`src/rtl/alu_sequencer.sv`:
```
// Sequences one request at a time through a fixed-latency ALU.
// Operands are held stable while the ALU works. Illegal requests are answered with an error and never reach the ALU.
module alu_sequencer #(
    parameter int LATENCY = 2
) (
    input  logic        clk,
    input  logic        reset,
    input  logic        req_valid,
    output logic        req_ready,
    input  logic [2:0]  req_op,
    input  logic [15:0] req_a,
    input  logic [15:0] req_b,
    input  logic [3:0]  req_tag,
    output logic [15:0] alu_a,
    output logic [15:0] alu_b,
    output logic [2:0]  alu_cmd,
    input  logic [14:0] alu_res,
    output logic        rsp_valid,
    input  logic        rsp_ready,
    output logic [14:0] rsp_data,
    output logic [3:0]  rsp_tag,
    output logic        rsp_err,
    output logic        busy
);

    // LATENCY must be at least 1; the counter holds values from 0 to LATENCY.
    localparam int CNT_W = $clog2(LATENCY + 1);

    typedef enum logic [1:0] {S_IDLE, S_HOLD, S_CAPTURE, S_RESP} state_t;

    state_t             state_q, state_d;
    logic [CNT_W-1:0]   cnt_q, cnt_d;
    logic [15:0]        alu_a_q, alu_a_d;
    logic [15:0]        alu_b_q, alu_b_d;
    logic [2:0]         alu_cmd_q, alu_cmd_d;
    logic               rsp_valid_q, rsp_valid_d;
    logic [14:0]        rsp_data_q, rsp_data_d;
    logic [3:0]         rsp_tag_q, rsp_tag_d;
    logic               rsp_err_q, rsp_err_d;
    logic               req_bad;

    // Op 7 is undefined. DV0 and DV1 with a zero divisor magnitude would hang or corrupt the ALU.
    assign req_bad = (req_op == 3'd7) ||
                     (((req_op == 3'd5) || (req_op == 3'd6)) && (req_b[15:1] == 15'd0));

    always_comb begin
        // NOTE: every next-state signal takes its current value first, so no path infers a latch.
        state_d     = state_q;
        cnt_d       = cnt_q;
        alu_a_d     = alu_a_q;
        alu_b_d     = alu_b_q;
        alu_cmd_d   = alu_cmd_q;
        rsp_valid_d = rsp_valid_q;
        rsp_data_d  = rsp_data_q;
        rsp_tag_d   = rsp_tag_q;
        rsp_err_d   = rsp_err_q;

        case (state_q)
            S_IDLE: begin
                if (req_valid) begin
                    rsp_tag_d = req_tag;
                    if (req_bad) begin
                        rsp_err_d   = 1'b1;
                        rsp_data_d  = '0;
                        rsp_valid_d = 1'b1;
                        state_d     = S_RESP;
                    end else begin
                        alu_a_d   = req_a;
                        alu_b_d   = req_b;
                        alu_cmd_d = req_op;
                        cnt_d     = CNT_W'(LATENCY);
                        state_d   = S_HOLD;
                    end
                end
            end
            S_HOLD: begin
                cnt_d = cnt_q - 1'b1;
                if (cnt_q == CNT_W'(1)) begin
                    state_d = S_CAPTURE;
                end
            end
            S_CAPTURE: begin
                rsp_data_d  = alu_res;
                rsp_err_d   = 1'b0;
                rsp_valid_d = 1'b1;
                state_d     = S_RESP;
            end
            S_RESP: begin
                if (rsp_ready) begin
                    rsp_valid_d = 1'b0;
                    state_d     = S_IDLE;
                end
            end
            default: state_d = S_IDLE;
        endcase
    end

    // NOTE: sequential state is updated with non-blocking assignments only, so every register samples pre-edge values.
    always_ff @(posedge clk or posedge reset) begin
        if (reset) begin
            state_q     <= S_IDLE;
            cnt_q       <= '0;
            alu_a_q     <= '0;
            alu_b_q     <= '0;
            alu_cmd_q   <= '0;
            rsp_valid_q <= 1'b0;
            rsp_data_q  <= '0;
            rsp_tag_q   <= '0;
            rsp_err_q   <= 1'b0;
        end else begin
            state_q     <= state_d;
            cnt_q       <= cnt_d;
            alu_a_q     <= alu_a_d;
            alu_b_q     <= alu_b_d;
            alu_cmd_q   <= alu_cmd_d;
            rsp_valid_q <= rsp_valid_d;
            rsp_data_q  <= rsp_data_d;
            rsp_tag_q   <= rsp_tag_d;
            rsp_err_q   <= rsp_err_d;
        end
    end

    assign req_ready = (state_q == S_IDLE);
    assign busy      = (state_q != S_IDLE);
    assign alu_a     = alu_a_q;
    assign alu_b     = alu_b_q;
    assign alu_cmd   = alu_cmd_q;
    assign rsp_valid = rsp_valid_q;
    assign rsp_data  = rsp_data_q;
    assign rsp_tag   = rsp_tag_q;
    assign rsp_err   = rsp_err_q;

endmodule

```
`config.mk`:
```
export PLATFORM = sky130hd
export DESIGN_NAME = alu_sequencer
export DESIGN_NICKNAME = d
export VERILOG_FILES = /design/src/rtl/alu_sequencer.sv
export SDC_FILE = /design/constraint.sdc
export NUM_CORES = 1
export LEC_CHECK = 0
export ABC_AREA = 0
export CAP_MARGIN = 20
export CORE_MARGIN = 2
export CORE_UTILIZATION = 37
export DETAILED_ROUTE_END_ITERATION = 8
export GPL_TIMING_DRIVEN = 0
export PLACE_DENSITY = 0.74
export SLEW_MARGIN = 10
export SYNTH_ARGS = -nofsm -noshare
export SYNTH_HDL_FRONTEND = slang
export SYNTH_SLANG_ARGS = --single-unit
```
`constraint.sdc`:
```
create_clock -name clk -period 1.6 [get_ports clk]
set_input_delay 0.24 -clock clk [delete_from_list [all_inputs] [get_ports clk]]
set_output_delay 0.24 -clock clk [all_outputs]
set_load 0.05 [all_outputs]
```
==> summary.txt <==
Outcome
  – Status: finished with violations
  – Failing checks: setup timing

Yosys
  – Post-synth ARST share: 1.00
  – Post-Syn Nets: 267
  – Count leader, synth: dfrtp_1
  – Top_reg_cell synth: dfrtp_1
  – Syn Area/Cell: 12.5 um^2
  – Cells after Synth: slightly above 200
  – Sequential area share after synthesis: 0.588
  – Ys Warns: 0
  – Yosys cell types: 30
  – Synth top cells by count: 60 x dfrtp_1, 37 x mux2_2, 26 x o21ai_0
  – Post-synth EDFFs: 0
  – Mapped Area: 2550 um^2
  – Leading area contributor after synthesis: dfrtp_1
  – Yosys top cell area share: 0.588
  – Yosys reg bits: 60
  – Synth area leaders: dfrtp_1 59%, mux2_2 16%, o21ai_0 5.1%

Placement
  – I/O Buffers: 115
  – Routability congestion estimate: approximately 0.73
  – DPL Wire Length: roughly 4300 um
  – Area after DPL: approximately 3900 um^2
  – DP Cell Count: 400
  – Setup WS pre-CTS: -0.695 ns

Drt
  – Detailed-route DRC error count: 0
  – Via-to-Cell Ratio: 4.88
  – Iter 0 DRT Violations: 56
  – Number of nets with antenna violations after routing: 0
  – Drt wl/cell: ~15 um
  – Routed vias: between 2000 and 2500
  – DRT Pass-1 Iters: 4
  – Total wire length: 6850 um

Critical path
  – Critical path class: flip-flop to output port
  – Critical Path Start Type: flip-flop
  – Req. time, crit path: 1.36 ns
  – CP max FO: 5
  – CP arrival: between 1 and 1.5 ns
  – CP endpoint kind: output port

Global route
  – Largest net degree at the start of global routing: 37
  – Initial antenna violation count: 0
  – Total grt overflow: 0
  – Grt met3 use: 0.0360
  – Met1 Resource Use GR: 0.224
  – Global-route track usage on met2: 0.317
  – Global-route wire length before repair: roughly 11000 um
  – Grt peak-use layer: met2
  – Total track usage: 0.185
  – Vias in the first global route: approximately 2300

Clock tree
  – H-tree levels: 3
  – Clock transition at path regs: 0.06 ns
  – CTS tree: built
  – Clk Latency, worst-skew pair: about 0.34 ns
  – Num CTS Buffers: 9
  – Maximum root-to-sink buffer count: 2
  – Root buf cell: clkbuf_8
  – Clock sink count: 60
  – Hold-fix buffers, CTS: 0

Die
  – Die span in x: just under 90 um
  – Initial Utilization: 0.380
  – Area of the core: about 6700 um^2
  – Die area: 7580 um^2
  – Row count: 30
  – Die Ht: around 87 um
  – IO Count: ~120

STA
  – RSZ-0062 raised after global routing: yes
  – Final Setup Violations: 26
  – Worst clock skew: 0.00622 ns
  – Period utilization: 1.03
  – Tmin final: 1.65 ns
  – Pins Over Slew Limit: 0
  – Slew HR: 0.619
  – Setup WS post-layout: -0.0531 ns
  – Hold Violations, Final: 0
  – Sum of negative setup slack: -0.447 ns
  – Max Freq: roughly 600 MHz
  – Worst-Margin Slew: around 0.57 ns
  – Hold Slack: around 0.17 ns

Layout
  – Finished Layout Cells: around 450
  – Share of cells above drive strength 1: 0.372
  – Seq. cell area: between 1500 and 2000 um^2
  – Util after Layout: 0.682
  – Area taken by multi-input logic gates: 1200 um^2
  – Fillers: around 520
  – Synth-to-Final Area Change: 79.5%
  – Finished Cell Area: roughly 4600 um^2
  – Post-layout nets: about 420
  – N_diodes: 0

Job
  – Max-cap violation count: 0

Power
  – Overall Power: between 10 and 15 mW
  – Pwr per Cell Area: 2410 nW/um^2
  – Pleak: between 2 and 2.5 nW
  – Maximum vdd ir drop: about 1.1 mV

Worst hold path
  – Worst min-delay path class: input pin to flip-flop
flip-flops by register name, indices dropped and copies added, names as in the netlist:
register and flops:
rsp_data 15, alu_a 16, rsp_valid 1, cnt_q 2
rsp_tag 4, alu_b 16, state_q 2, alu_cmd 3
rsp_err 1
final timing paths:
check	to	cells past startpoint	startpoint	slack (ns)
min reg2reg	rsp_data[1]	2	rsp_data[1]	0.50
max in group asynchronous	alu_b[9]	3	reset	0.74
min	alu_b[12]	2	req_b[12]	0.17
max	busy	5	state_q[1]	-0.05
min in group asynchronous	rsp_valid	2	reset	0.31
max reg2reg	rsp_err	9	state_q[1]	-0.03
power breakdown:
part | internal [mW] | switching [mW] | total, mW
Clock | 1.12 | 0.587 | 1.71
Combinational | 2.63 | 4.12 | 6.75
Sequential | 2.23 | 0.349 | 2.58
Total | 5.98 | 5.06 | 11.0
layer usage:
layer	vias to the layer above	routed length, um
met3	12	396
met1	1044	2850
met4	0	112
met2	74	3490
met5	-	0
li1	1045	-
placed cells by master, fill, tap and decap left out, types with 3 or more instances in the layout:
cell type / count
buf_8: 4
a21oi_1: 3
o21ai_0: 8
o21ai_1: 20
buf_6: 10
o21ai_2: 8
clkbuf_2: 8
nand2_1: 17
dlymetal6s2s_1: 4
dfrtp_1: 60
clkdlybuf4s50_1: 39
dlygate4sd2_1: 61
clkbuf_8: 11
mux2_2: 21
bufinv_16: 3
buf_4: 22
buf_2: 3
inv_1: 3
mux2_4: 18
critical path: stages (launching register included):
cell	delay, ns
dfrtp_1	0.39
inv_2	0.09
ha_4	0.14
buf_8	0.14
clkinvlp_4	0.14
buf_6	0.18
cell type report:
cell class | instances | share of cell area
multi-input combinational | 126 | 0.262
inverter | 7 | 0.00737
tap | 80 | 0.0218
buffer | 9 | 0.0199
sequential | 60 | 0.328
timing repair buffer | 148 | 0.307
clock buffer | 12 | 0.0339
clock inverter | 4 | 0.0207
logic make-up (layout without fill, tap and decap cells):
group                      Yosys count  count (layout)  synth area share
muxes                               40              40             0.176
DFF                                 60              60             0.588
adders and majority gates            5               5            0.0245
buffers and inverters               18             180            0.0397
and+or+nand+nor                     33              33            0.0686
AOI/OAI and AO/OA                   48              48             0.103
repair_timing:
item                       4_1_cts  5_1_grt
cloned                           4        0
hold endpoints to repair         0        0
pin swaps                       10        8
setup buffers                   26        3
gates resized for setup        131       66
setup endpoints to repair      113       56
Note: power is estimated with default switching activity, not from simulation.
